==> config.mk <==
export PLATFORM = sky130hd
export DESIGN_NAME = mem_bus_arbiter
export DESIGN_NICKNAME = d
export VERILOG_FILES = /design/src/rtl/mem_bus_arbiter.sv
export SDC_FILE = /design/constraint.sdc
export NUM_CORES = 1
export LEC_CHECK = 0
export CAP_MARGIN = 10
export CORE_UTILIZATION = 40
export DETAILED_ROUTE_END_ITERATION = 8
export PLACE_DENSITY = 0.79
export SYNTH_ARGS = -nofsm -noshare
export SYNTH_HDL_FRONTEND = slang
export SYNTH_SLANG_ARGS = --single-unit
==> constraint.sdc <==
create_clock -name in_clk -period 1.9 [get_ports in_clk]
set_input_delay 0.19 -clock in_clk [delete_from_list [all_inputs] [get_ports in_clk]]
set_output_delay 0.19 -clock in_clk [all_outputs]
set_load 0.005 [all_outputs]
==> src/rtl/mem_bus_arbiter.sv <==
// Two-requester (A = instruction fetch, B = load/store) arbiter onto one memory-mapper port.
// Optional macro MEM_ARB_ROUND_ROBIN_EN: round-robin tie-break instead of fixed A priority.
module mem_bus_arbiter #(
  parameter int unsigned READ_LATENCY = 1
) (
  input  logic        in_clk,
  input  logic        in_reset,
  input  logic        in_a_req,
  input  logic        in_b_req,
  input  logic [31:0] in_a_address,
  input  logic [31:0] in_b_address,
  input  logic [31:0] in_a_data,
  input  logic [31:0] in_b_data,
  input  logic        in_a_write_en,
  input  logic        in_b_write_en,
  output logic        out_a_ready,
  output logic        out_b_ready,
  output logic        out_a_valid,
  output logic        out_b_valid,
  output logic [31:0] out_a_read_data,
  output logic [31:0] out_b_read_data,
  output logic [31:0] out_mem_address,
  output logic [31:0] out_mem_data,
  output logic        out_mem_write_en,
  input  logic [31:0] in_mem_read_data
);

  // state  | meaning
  // IDLE   | bus free; arbitrate and accept one request
  // ACCESS | drive owner's address/data (1 cycle write, READ_LATENCY cycles read)
  // RESP   | one-cycle valid pulse to the owner
  typedef enum logic [1:0] {
    IDLE   = 2'd0,
    ACCESS = 2'd1,
    RESP   = 2'd2
  } state_e;

  localparam logic [1:0] LAST_CNT = 2'(READ_LATENCY - 1);

  state_e      state_q, state_d;
  logic [1:0]  cnt_q, cnt_d;
  logic        owner_q, owner_d;
  logic        is_write_q, is_write_d;
  logic [31:0] mem_addr_q, mem_addr_d;
  logic [31:0] mem_data_q, mem_data_d;
  logic        mem_we_q, mem_we_d;
  logic        valid_a_q, valid_a_d;
  logic        valid_b_q, valid_b_d;
  logic [31:0] rdata_a_q, rdata_a_d;
  logic [31:0] rdata_b_q, rdata_b_d;
  logic        grant_a, grant_b;
  logic        tie_to_a;
  logic        last_cycle;

`ifdef MEM_ARB_ROUND_ROBIN_EN
  // 1 = B was granted last, so A takes the next tie
  logic last_b_q, last_b_d;
  assign tie_to_a = last_b_q;
`else
  assign tie_to_a = 1'b1;
`endif

  always_comb begin
    grant_a = 1'b0;
    grant_b = 1'b0;
    if (state_q == IDLE && !in_reset) begin
      if (in_a_req && in_b_req) begin
        grant_a = tie_to_a;
        grant_b = !tie_to_a;
      end else begin
        grant_a = in_a_req;
        grant_b = in_b_req;
      end
    end
  end

  assign last_cycle = is_write_q || (cnt_q == LAST_CNT);

  always_comb begin
    state_d    = state_q;
    cnt_d      = cnt_q;
    owner_d    = owner_q;
    is_write_d = is_write_q;
    mem_addr_d = mem_addr_q;
    mem_data_d = mem_data_q;
    mem_we_d   = 1'b0;
    valid_a_d  = 1'b0;
    valid_b_d  = 1'b0;
    rdata_a_d  = rdata_a_q;
    rdata_b_d  = rdata_b_q;
`ifdef MEM_ARB_ROUND_ROBIN_EN
    last_b_d   = last_b_q;
`endif
    unique case (state_q)
      IDLE: begin
        if (grant_a || grant_b) begin
          state_d    = ACCESS;
          cnt_d      = 2'd0;
          owner_d    = grant_b;
          is_write_d = grant_b ? in_b_write_en : in_a_write_en;
          mem_addr_d = grant_b ? in_b_address : in_a_address;
          mem_data_d = grant_b ? in_b_data : in_a_data;
          mem_we_d   = is_write_d;
`ifdef MEM_ARB_ROUND_ROBIN_EN
          last_b_d   = grant_b;
`endif
        end
      end
      ACCESS: begin
        if (last_cycle) begin
          state_d    = RESP;
          mem_addr_d = 32'd0;
          mem_data_d = 32'd0;
          valid_a_d  = !owner_q;
          valid_b_d  = owner_q;
          if (!is_write_q) begin
            if (owner_q) rdata_b_d = in_mem_read_data;
            else         rdata_a_d = in_mem_read_data;
          end
        end else begin
          cnt_d = cnt_q + 2'd1;
        end
      end
      RESP:    state_d = IDLE;
      default: state_d = IDLE;
    endcase
  end

  always_ff @(posedge in_clk) begin
    if (in_reset) begin
      state_q    <= IDLE;
      cnt_q      <= 2'd0;
      owner_q    <= 1'b0;
      is_write_q <= 1'b0;
      mem_addr_q <= 32'd0;
      mem_data_q <= 32'd0;
      mem_we_q   <= 1'b0;
      valid_a_q  <= 1'b0;
      valid_b_q  <= 1'b0;
      rdata_a_q  <= 32'd0;
      rdata_b_q  <= 32'd0;
`ifdef MEM_ARB_ROUND_ROBIN_EN
      last_b_q   <= 1'b1;
`endif
    end else begin
      state_q    <= state_d;
      cnt_q      <= cnt_d;
      owner_q    <= owner_d;
      is_write_q <= is_write_d;
      mem_addr_q <= mem_addr_d;
      mem_data_q <= mem_data_d;
      mem_we_q   <= mem_we_d;
      valid_a_q  <= valid_a_d;
      valid_b_q  <= valid_b_d;
      rdata_a_q  <= rdata_a_d;
      rdata_b_q  <= rdata_b_d;
`ifdef MEM_ARB_ROUND_ROBIN_EN
      last_b_q   <= last_b_d;
`endif
    end
  end

  assign out_a_ready      = grant_a;
  assign out_b_ready      = grant_b;
  assign out_a_valid      = valid_a_q;
  assign out_b_valid      = valid_b_q;
  assign out_a_read_data  = rdata_a_q;
  assign out_b_read_data  = rdata_b_q;
  assign out_mem_address  = mem_addr_q;
  assign out_mem_data     = mem_data_q;
  assign out_mem_write_en = mem_we_q;

endmodule

-- Word level (Yosys, flattened, before mapping)
Cells that the tools add are included.
- register bits: 137
- latch bits: 0
- memory bits (writable): 0
- memory bits (read-only): 0
- input port bits: 166
- output and inout bits: 133
- word-level logic and storage cells: 57
- memories kept: 0
- $add $sub $neg: 1
- multipliers: 0
- divide/modulo/power cells: 0
- $lt $le $gt $ge: 0
- eq/ne operators: 4
- shift operators: 0
- muxes and demuxes: 18
- bitwise gates (word level): 6
- reductions and logical operators: 17
- operator list (operator ; number):
    $mux W32 ; 5
    $pmux W32 S2 ; 2
    $mux W2 ; 4
    $pmux W2 S2 ; 2
    $reduce_and A4 Y1 ; 2
    $not A1 Y1 ; 6
    $reduce_and A3 Y1 ; 2
    $reduce_or A3 Y1 ; 2
    $mux W1 ; 5
    $logic_not A2 Y1 ; 2
    $ne A2 B2 Y1 const B ; 2
    $reduce_and A2 Y1 ; 2
    $add A2 B1 Y2 const B ; 1
    $eq A2 B1 Y1 const B ; 1
    $logic_and A1 B1 Y1 ; 2
    $logic_not A1 Y1 ; 2
    $logic_or A1 B1 Y1 ; 2
    $ne A2 B1 Y1 const B ; 1
    $reduce_bool A2 Y1 ; 1

-- Depth between registers and ports, before layout
- depth after elaboration: 6
- depth in mapped cells: 7
- gate-level depth less buffers: 5

-- Worst setup path before layout
No wires, ideal clock.
- kind: flip-flop to flip-flop
- from: reg cnt_q[0]
- to: reg mem_data_q[20] (netlist: out_mem_data[20])
- library setup time: 0.136 ns
- arrival: 1.339 ns
- required time: 1.764 ns
- slack: 0.425 ns
- stages on the path, launching flop included: 8
- path buffers: 2
- period minus slack after synthesis: 1.475 ns
- path through: dfxtp_1 > inv_1 > ha_1 > buf_2 > nor3b_2 > nor3_4 > buf_8 > o32ai_2
- cells in the longest elaborated chain, start to end: 4
- ends and longest elaborated chain (item ; RTL line ; text):
    from (decl) ; 41 ; logic [1:0] cnt_q, cnt_d;
    from (signal assigned) ; 147 ; cnt_q <= cnt_d;
    $logic_not A2 Y1 ; 77 ; assign last_cycle = is_write_q || (cnt_q == LAST_CNT);
    $logic_or A1 B1 Y1 ; 77 ;
    $ne A2 B2 Y1 (no line) ; - ;
    $reduce_and A3 Y1 (no line) ; - ;
    to (signal assigned) ; 151 ; mem_data_q <= mem_data_d;
    to (decl) ; 45 ; logic [31:0] mem_data_q, mem_data_d;
Every way passes these cells.
A chain may end at the register's enable or synchronous reset.

-- Final worst setup path
- from: reg state_q[1]
- to: out out_b_ready
- cells in the longest elaborated chain, start to end: 3
- ends and longest elaborated chain (item ; RTL line ; text):
    from (decl) ; 40 ; state_e state_q, state_d;
    from (signal assigned) ; 146 ; state_q <= state_d;
    $logic_not A2 Y1 ; 66 ; if (state_q == IDLE && !in_reset) begin
    $logic_and A1 B1 Y1 ; 66 ;
    $mux W1 ; 66 ;
    to (decl) ; 17 ; output logic out_b_ready,
Every way passes these cells.

==> summary.txt <==
Yosys
  – Syn. warnings: 0
  – Mapped Nets: 813
  – Main synth FF type: dfxtp_1
  – Post-synth top area cell: dfxtp_1
  – Post-synth top area share: 44.57%
  – Post-synthesis cell count: 646
  – Synth Register Bits: 137
  – Synth top area cells: dfxtp_1, mux2i_1, and3b_1
  – Post-synthesis cell type count: 36
  – FFs w/ async S/R, synth: 0%
  – Post-Syn Area: 6153 um2
  – Syn_area_per_cell: 9.525 um2
  – Register area share after synthesis: 44.57%
  – Post-synth EDFFs: 0

Floorplan
  – Ports: 299
  – Placeable Area: 14,750 um2
  – Die Area: 15,880 um2
  – Die X: 126.0 um
  – Rows: 44
  – Die Ht: 126.0 um
  – Starting density of the core: 41.71%

Timing
  – Worst slew pin tran: 0.6220 ns
  – Endpoints failing setup: 0
  – TNS Setup: 0 ns
  – Tcrit/Tclk final: 90.05%
  – Max Freq: 0.5844 GHz
  – Rel. slew slack: 58.45%
  – Final hold vios: 0
  – Setup Skew: 0.008200 ns
  – Period minus WS final: 1.711 ns
  – Slew Limit Fails: 0
  – RSZ-0062 raised after global routing: no

Place
  – Port bufs: 298
  – HPWL after detailed placement: 12.82 mm
  – GP Congestion: 0.8306

GRT
  – Initial antenna violation count: 0
  – First-pass GRT wire length: 28.87 mm
  – GR Util All Layers: 23.21%
  – Vias in the first global route: 5,471
  – Largest net degree at the start of global routing: 76
  – GRT overflow: 0

Setup path
  – Crit Path Class: register to output pin
  – Worst EP arrival: 1.52 ns
  – Reg-to-reg startpoint: state_q[1]
  – Crit-path cells: nor3_2, nand2_1, nor2_1, dlygate4sd2_1
  – Crit-path max cell delay: 0.39 ns
  – RR Endpoint: out_b_read_data[14]
  – Cells on worst reg2reg path: 5
  – CP delay by family, top: simple AND/OR/NAND/NOR gates
  – Crit path capture type: output pin
  – R2R setup slack: 0.22 ns
  – Bufs and invs on worst path: 1
  – CP max stage cell: dfxtp_1
  – Crit path max fanout: 5
  – Worst path required time: 1.71 ns
  – Startpoint Class: register

Pwr
  – Peak VDD IR: 0.6399 mV
  – Clk pwr share: 42.0%
  – P_int: 6.072 mW
  – Sw Pwr: 1.999 mW
  – Cell Pwr Density: 828.6 nW/um2
  – Final Power: 8.071 mW
  – Leak: 3.897 nW
  – Sw frac: 24.76%
  – Comb pwr share: 18.6%
  – Sequential power share: 39.4%

Status
  – Status: completed

CTS
  – Clock Path Buffers: 2
  – Clock Latency Late Sink: 0.42 ns
  – CTS tree: yes
  – Clock Pin Slew Worst Setup and Hold Paths: 0.06 ns
  – Total clock sinks: 137
  – Root Buffer: clkbuf_16
  – H-Tree Level Count: 4
  – Setup bufs post-CTS: 0
  – TritonCTS Buffers: 17

Final layout
  – Layout cells sized above 1: 7.841%
  – Syn-to-layout area delta: 58.30%
  – ANT cells: 0
  – Final nets: 1,085

Hold path
  – Hold EP: owner_q
  – Hold Startpoint: in_reset
  – Hold Crit Class: primary input to register
  – WHS Path Cells: 4

Route
  – Final WL: 17.94 mm
  – Vias: 5,618
  – Initial DRC count: 239
  – DR DRC count: 0
  – DRT Pass-1 Iters: 4
  – Final ANT Viol Nets: 0
  – DR vias/cell: 5.039
  – Routed len/inst: 16.09 um

Run
  – Max cap viols: 0
[cell usage in the layout (no fill, tap or decap), types with 4 or more instances in the layout]
cell and instances:
buf_4 15, inv_1 66, o32ai_1 54, a21oi_1 60, buf_12 4, a22oi_1 8, clkinv_4 4, nand2_1 98
clkdlybuf4s50_1 293, mux2i_1 64, clkbuf_16 17, o32ai_2 10, dfxtp_1 136, and3b_1 57
[power by group through the flow]
stage | Sequential, mW | Clock, mW | Combinational, mW
2_1_floorplan | 3.24 | 0 | 0.690
3_3_place_gp | 3.23 | 0 | 1.49
3_5_place_dp | 3.24 | 0 | 1.50
4_1_cts | 3.18 | 3.46 | 1.51
5_1_grt | 3.21 | 3.61 | 1.62
6_report | 3.18 | 3.39 | 1.50
[layer usage]
layer | vias up | track usage [%] | share of wire, %
li1 | 2817 | - | -
met1 | 2570 | 25.96 | 40
met2 | 194 | 40.30 | 50
met3 | 37 | 7.519 | 6.9
met4 | 0 | 10.13 | 2.7
met5 | - | 0 | 0
[Yosys cell counts, types with 3 or more instances]
master / n
and3b_1: 58
a22oi_1: 8
buf_12: 3
o21ai_0: 3
buf_6: 16
nor4_1: 3
dfxtp_1: 137
inv_1: 66
clkbuf_1: 32
o32ai_1: 54
nand2_1: 98
mux2i_1: 64
o32ai_2: 10
buf_2: 7
a21oi_1: 60
[per-stage QoR]
stage / cell area, um2 / hold WS, ns / cells / setup WS, ns / util, %
finish: 9741 / 0.2055 / 1115 / 0.1890 / 66.02
global route: 9741 / 0.2130 / 1115 / 0.07954 / 66.02
CTS: 9741 / 0.1760 / 1115 / 0.1502 / 66.02
detailed placement: 9107 / 0.4474 / 1083 / 0.07134 / 61.73
global placement: 9107 / 0.4415 / 1083 / 0.07913 / 61.73
floorplan: 6153 / 0.3151 / 646 / 0.4251 / -
[cell type report]
type                       count  area, um2
fill                        1223       5014
clock inverter                13      170.2
timing repair buffer         315       3144
clock buffer                  19      442.9
tap                          184      230.2
inverter                      67      251.5
sequential                   137       2746
multi-input combinational    380       2755
[kinds of logic after synthesis]
logic type               count (synthesis)  share of synthesized area [%]
AO/OA/AOI/OAI                          141                          17.12
adder cells (fa/ha/maj)                  1                         0.2033
buffers and inverters                  129                          11.00
flip-flops                             137                          44.57
multiplexers                            64                          10.41
AND/OR/NAND/NOR                        174                          16.69
[flip-flops by register name (all words and copies together), names as in the netlist, 2 cells and up]
signal	flops
state_q	2
out_b_read_data	32
out_mem_data	32
out_a_read_data	32
cnt_q	2
out_mem_address	32
[tightest hold or removal path, stage by stage]
cell	delay (ns)
buf_2	0.18
nor3_2	0.07
nand2_1	0.08
a21oi_1	0.06
[worst max path at each step]
| stage | start | to | depth (start not counted) |
|---|---|---|---|
| after floorplan | cnt_q[0] | out_mem_data[20] | 7 |
| final | state_q[1] | out_b_ready | 4 |
| after global routing | state_q[1] | out_b_ready | 4 |
| after CTS | state_q[1] | out_b_ready | 4 |
| after detailed placement | state_q[0] | out_a_ready | 3 |
| after global placement | state_q[0] | out_a_ready | 3 |
[repair_timing]
| action | CTS | global route |
|---|---|---|
| hold buffers | 0 | 0 |
| endpoints found under the hold margin | 0 | 0 |
| resized for setup | 7 | 0 |
| setup endpoints to repair | 2 | 0 |
Note: power is estimated with default switching activity, not from simulation.
==> RTL edit 1, RTL diff (same flow settings) <==
Reset style: asynchronous (`in_reset`), changed in one clocked block.
--- a/src/rtl/mem_bus_arbiter.sv
+++ b/src/rtl/mem_bus_arbiter.sv
@@ -127,5 +127,5 @@
   end
 
-  always_ff @(posedge in_clk) begin
+  always_ff @(posedge in_clk or posedge in_reset) begin
     if (in_reset) begin
       state_q    <= IDLE;
Check against the original RTL: differs if in_reset is asserted again (counterexample within 4 cycles, from zero or initial values and one cycle with in_reset high); with in_reset held inactive, the same outputs for 4 cycles.
==> RTL edit 1 against the original RTL <==
Area after synthesis fell by 3.6%; sequential share of layout area rose by 7.0 points; sequential cell count did not move; worst setup slack got worse by 0.018 ns; synthesized cell count fell by 19%; critical path depth rose by 1; routed wire length fell by 5.2%; final area barely moved; core utilization rose by 1.3 points; highest routed layer unchanged; critical path type is now register to register.
Power is not compared: it rests on default switching activity, and its combinational part moved more than twofold at a synthesized area within 25%.
==> RTL edit 1: results (changes against the original RTL) <==
placement:
  dpl_cell_area_sq_um: 9170  # +0.65%
  hpwl_um: 12800  # about the same
  dp.cells: 980  # -9.5%
  gp_congestion: 0.820  # -1.2%
sta:
  worstMarginPinSlew_ns: 0.467  # -0.155 ns
  timing.hold.ws_ns: 0.294  # +0.0888 ns
logic_synthesis:
  yosysMostFrequentCell: "dfrtp_1"
  synth_seq_area_share: 0.578  # +0.132
  postSynth.asyncResetShare: 1.00  # +1.00
  yosysUniqueCellTypes: 30  # -17%
  syn_inst: 524  # -19%
critical_path:
  cpPeakStageDelay_ns: 0.42  # +0.03 ns
  path_max_fanout: 32  # +27
  cp.arrival_ns: 2.01  # +0.49 ns
outcome:
  status: "finished clean"
global_routing:
  grt.met3_usage: 0.0646  # -0.0106
  grt_pass1_wl_um: 25400  # -12%
  grt_max_degree: 86  # +13%
  grt_usage: 0.220  # -0.0118
final_layout:
  drive_gt1_frac: 0.111  # +0.0324
  fin_cells: 1014  # -9.1%
detailed_routing:
  wl_per_cell_um: 16.8  # +4.2%
  drt_iter0_markers: 218  # -8.8%
worst_hold_path:
  hold_end: "out_mem_data[31]$_DFFE_PP0P_"
  min_path_cells: 3  # -1
[RTL edit 1: cell types whose count changed after synthesis, moves of 33 or more]
| cell | unedited run | this run |
|---|---|---|
| dfrtp_1 | 0 | 137 |
| dfxtp_1 | 137 | 0 |
| inv_1 | 66 | 3 |
| mux2i_1 | 64 | 1 |
| a22o_1 | 0 | 60 |
| and3b_1 | 58 | 0 |
| o21ai_0 | 3 | 61 |
| a21oi_1 | 60 | 3 |
| o32ai_1 | 54 | 0 |
| mux2_2 | 0 | 33 |
[RTL edit 1: layout make-up]
type | instances | area [sq um] | area share
Timing Repair Buffer | 316 | 3210 | 0.329
Clock inverter | 10 | 92.6 | 0.00950
Inverter | 3 | 15.0 | 0.00154
Clock buffer | 22 | 474 | 0.0486
Sequential cell | 137 | 3430 | 0.352
Multi-Input combinational cell | 342 | 2300 | 0.236
Tap cell | 184 | 230 | 0.0236
[RTL edit 1: worst max-delay path by stage]
stage,endpoint,slack (ns)
after global placement,out_b_ready,-0.02
after floorplan,cnt_q[0]$_DFFE_PP0P_,0.003
after detailed placement,out_a_ready,-0.04
after CTS,out_a_read_data[20]$_DFFE_PP0P_,0.15
final,out_a_read_data[20]$_DFFE_PP0P_,0.17
after global routing,out_a_read_data[31]$_DFFE_PP0P_,0.09
[RTL edit 1: what timing repair did]
action | CTS | global route
endpoints found under the setup margin | 2 | 0
setup buffers | 2 | 0
resized for setup | 4 | 0
hold buffers | 0 | 0
[RTL edit 1: cells by family after synthesis]
kind of cell | count (synthesis) | synth area share
adder cells (fa/ha/maj) | 1 | 0.00211
flip-flops | 137 | 0.578
multiplexers | 66 | 0.125
AND/OR/NAND/NOR | 140 | 0.0991
buffers and inverters | 45 | 0.0359
AO/OA/AOI/OAI | 135 | 0.160
[RTL edit 1: through the flow]
step	power (uW)	setup WS, ns
2_1_floorplan	5940	0.00287
3_3_place_gp	8680	-0.0194
3_5_place_dp	8850	-0.0364
4_1_cts	12000	0.155
5_1_grt	12500	0.0926
6_report	11900	0.171
[RTL edit 1: per-layer routing]
layer	vias up	part of all wire
met2	224	0.51
li1	2421	-
met5	-	0
met4	0	0.033
met1	2481	0.38
met3	40	0.077
[RTL edit 1: tightest hold or removal path: stages]
cell and delay, ns:
buf_4 0.18, a22oi_1 0.19, o2bb2ai_1 0.09
[RTL edit 1: where the power goes]
group          total [uW]  internal, uW  switching [uW]
sequential           4560          3970             588
combinational        4220          2870            1350
clock                3110          1900            1200
total               11900          8750            3140
==> RTL edit 2, RTL diff (same flow settings) <==
Made on the original files. Build with the macro `MEM_ARB_ROUND_ROBIN_EN` defined.
--- a/src/rtl/mem_bus_arbiter.sv
+++ b/src/rtl/mem_bus_arbiter.sv
@@ -1,4 +1,6 @@
 // Two-requester (A = instruction fetch, B = load/store) arbiter onto one memory-mapper port.
 // Optional macro MEM_ARB_ROUND_ROBIN_EN: round-robin tie-break instead of fixed A priority.
+`define MEM_ARB_ROUND_ROBIN_EN
+
 module mem_bus_arbiter #(
   parameter int unsigned READ_LATENCY = 1
Function: changed (a bounded check fails within 4 cycles, from zero or initial values and one cycle with in_reset high).
==> RTL edit 2 against the original RTL <==
Hold slack improved by 0.14 ns; worst setup slack worse by 0.12 ns; power decreased by 6.5%; area after synthesis down 8.4%; routed wire length increased by 4.4%; sequential cell count grew 1; sequential share of layout area is 1.3 points higher; largest cell class unchanged; final area decreased by 3.8%; synthesized cell count decreased by 3.9%; die area fell by 8.3%; critical path type unchanged.
==> RTL edit 2: results (changes against the original RTL) <==
outcome:
  status: "finished clean"
logic_synthesis:
  synth_seq_area_share: 0.490  # +0.0445
  synthesis.nets: 788  # -3.1%
  yosysUniqueCellTypes: 37  # +2.8%
  synth_top_cells_by_area: "dfxtp_1, a21oi_1, mux2i_1, o21ai_0, nand3_1"
  netlist_top_cells_count: "dfxtp_1, a21oi_1, o21ai_0"
placement:
  hpwl_um: 12900  # +0.46%
  dpl_cell_area_sq_um: 8870  # -2.6%
  dp.cells: 1061  # -2.0%
  gp_congestion: 0.846  # +1.9%
sta:
  worstMarginPinSlew_ns: 0.800  # +0.178 ns
  worst_clock_skew_ns: 0.00795  # -0.000247 ns
detailed_routing:
  vias: 5789  # +3.0%
  drt_iter0_markers: 350  # +46%
  wl_um: 18700  # +4.4%
global_routing:
  grt_pass1_vias: 5558  # +1.6%
  grt_usage: 0.255  # +0.0229
  grt_max_degree: 75  # -1.3%
  grt_pass1_wl_um: 29000  # +0.45%
pwr:
  peakVddDrop_mv: 0.567  # -11%
  net-switching-power_uw: 1880  # -5.8%
  cellLeakagePower_uw: 0.00343  # -12%
critical_path:
  path_max_fanout: 6  # +1
  worstReg2RegStart: "cnt_q[0]$_SDFFE_PP0P_"
  cp.arrival_ns: 1.64  # +0.12 ns
final_layout:
  drive_gt1_frac: 0.0824  # +0.00401
worst_hold_path:
  hold_start: "in_a_data[19]"
RTL edit 2: changes by cell type in the layout (fill, tap and decap cells not counted), moves of 5 or more:
cell / before / now
o2bb2ai_1: 0 / 24
a311oi_1: 0 / 28
clkbuf_1: 1 / 6
inv_1: 66 / 3
a22oi_1: 8 / 0
o2bb2ai_2: 0 / 12
nand3_1: 0 / 64
nand2_1: 98 / 60
o32ai_1: 54 / 0
a21oi_1: 60 / 95
o21ai_0: 3 / 65
mux2i_1: 64 / 38
and3b_1: 57 / 0
o32ai_2: 10 / 0
RTL edit 2: worst paths after layout:
kind                                endpoint  cells after the start  slack [ns]
max                              out_b_ready                      4        0.07
min            out_mem_data[19]$_SDFFE_PP0P_                      3        0.34
min reg2reg  out_mem_address[2]$_SDFFE_PP0P_                      1        0.46
max reg2reg            cnt_q[0]$_SDFFE_PP0P_                      5        0.23
RTL edit 2: worst max-delay path, delay by kind of cell (launching register included):
| kind | cells | cell delay, ns |
|---|---|---|
| buffers and inverters | 2 | 0.43 |
| DFF | 1 | 0.31 |
| and+or+nand+nor | 2 | 0.50 |
RTL edit 2: power groups by stage:
stage,registers (uW),clock network [uW],logic [uW]
3_5_place_dp,3250,0,1510
2_1_floorplan,3260,0,563
5_1_grt,3220,3000,1620
3_3_place_gp,3250,0,1490
6_report,3200,2840,1510
4_1_cts,3200,2900,1520
RTL edit 2: cells by family (layout without fill, tap and decap cells):
kind of cell    count (synthesis)  after routing  synth area share
mux                            38             38            0.0675
simple gates                  143            143             0.119
compound gates                232            232             0.267
flops                         138            138             0.490
fa+ha+maj                       1              1           0.00222
buf+inv                        69            358            0.0546
RTL edit 2: final cells by class:
class                      instances  area (sq um)
clock buffer                      25           475
multi-input combinational        414          2600
sequential                       138          2760
timing repair buffer             325          3270
fill                            1126          4450
tap                              180           225
clock inverter                     4          20.0
inverter                           4          15.0
RTL edit 2: what timing repair did:
item                       CTS  global route
setup endpoints to repair   30             0
gates resized for setup      7             0
hold buffers                 0             0
RTL edit 2: per-layer routing:
layer | vias to the layer above | global-route usage | wire (um)
met5 | - | 0 | 0
met4 | 0 | 0.134 | 708
met3 | 50 | 0.0698 | 1210
met2 | 229 | 0.422 | 9160
met1 | 2675 | 0.301 | 7640
li1 | 2835 | - | -
RTL edit 2: stage by stage:
stage / hold slack, ns / power [uW] / worst slack [ns]
floorplan: 0.338 / 3820 / 0.302
global placement: 0.445 / 4740 / -0.0733
detailed placement: 0.446 / 4760 / -0.162
CTS: 0.333 / 7610 / 0.0606
global route: 0.351 / 7840 / 0.0153
finish: 0.344 / 7550 / 0.0714
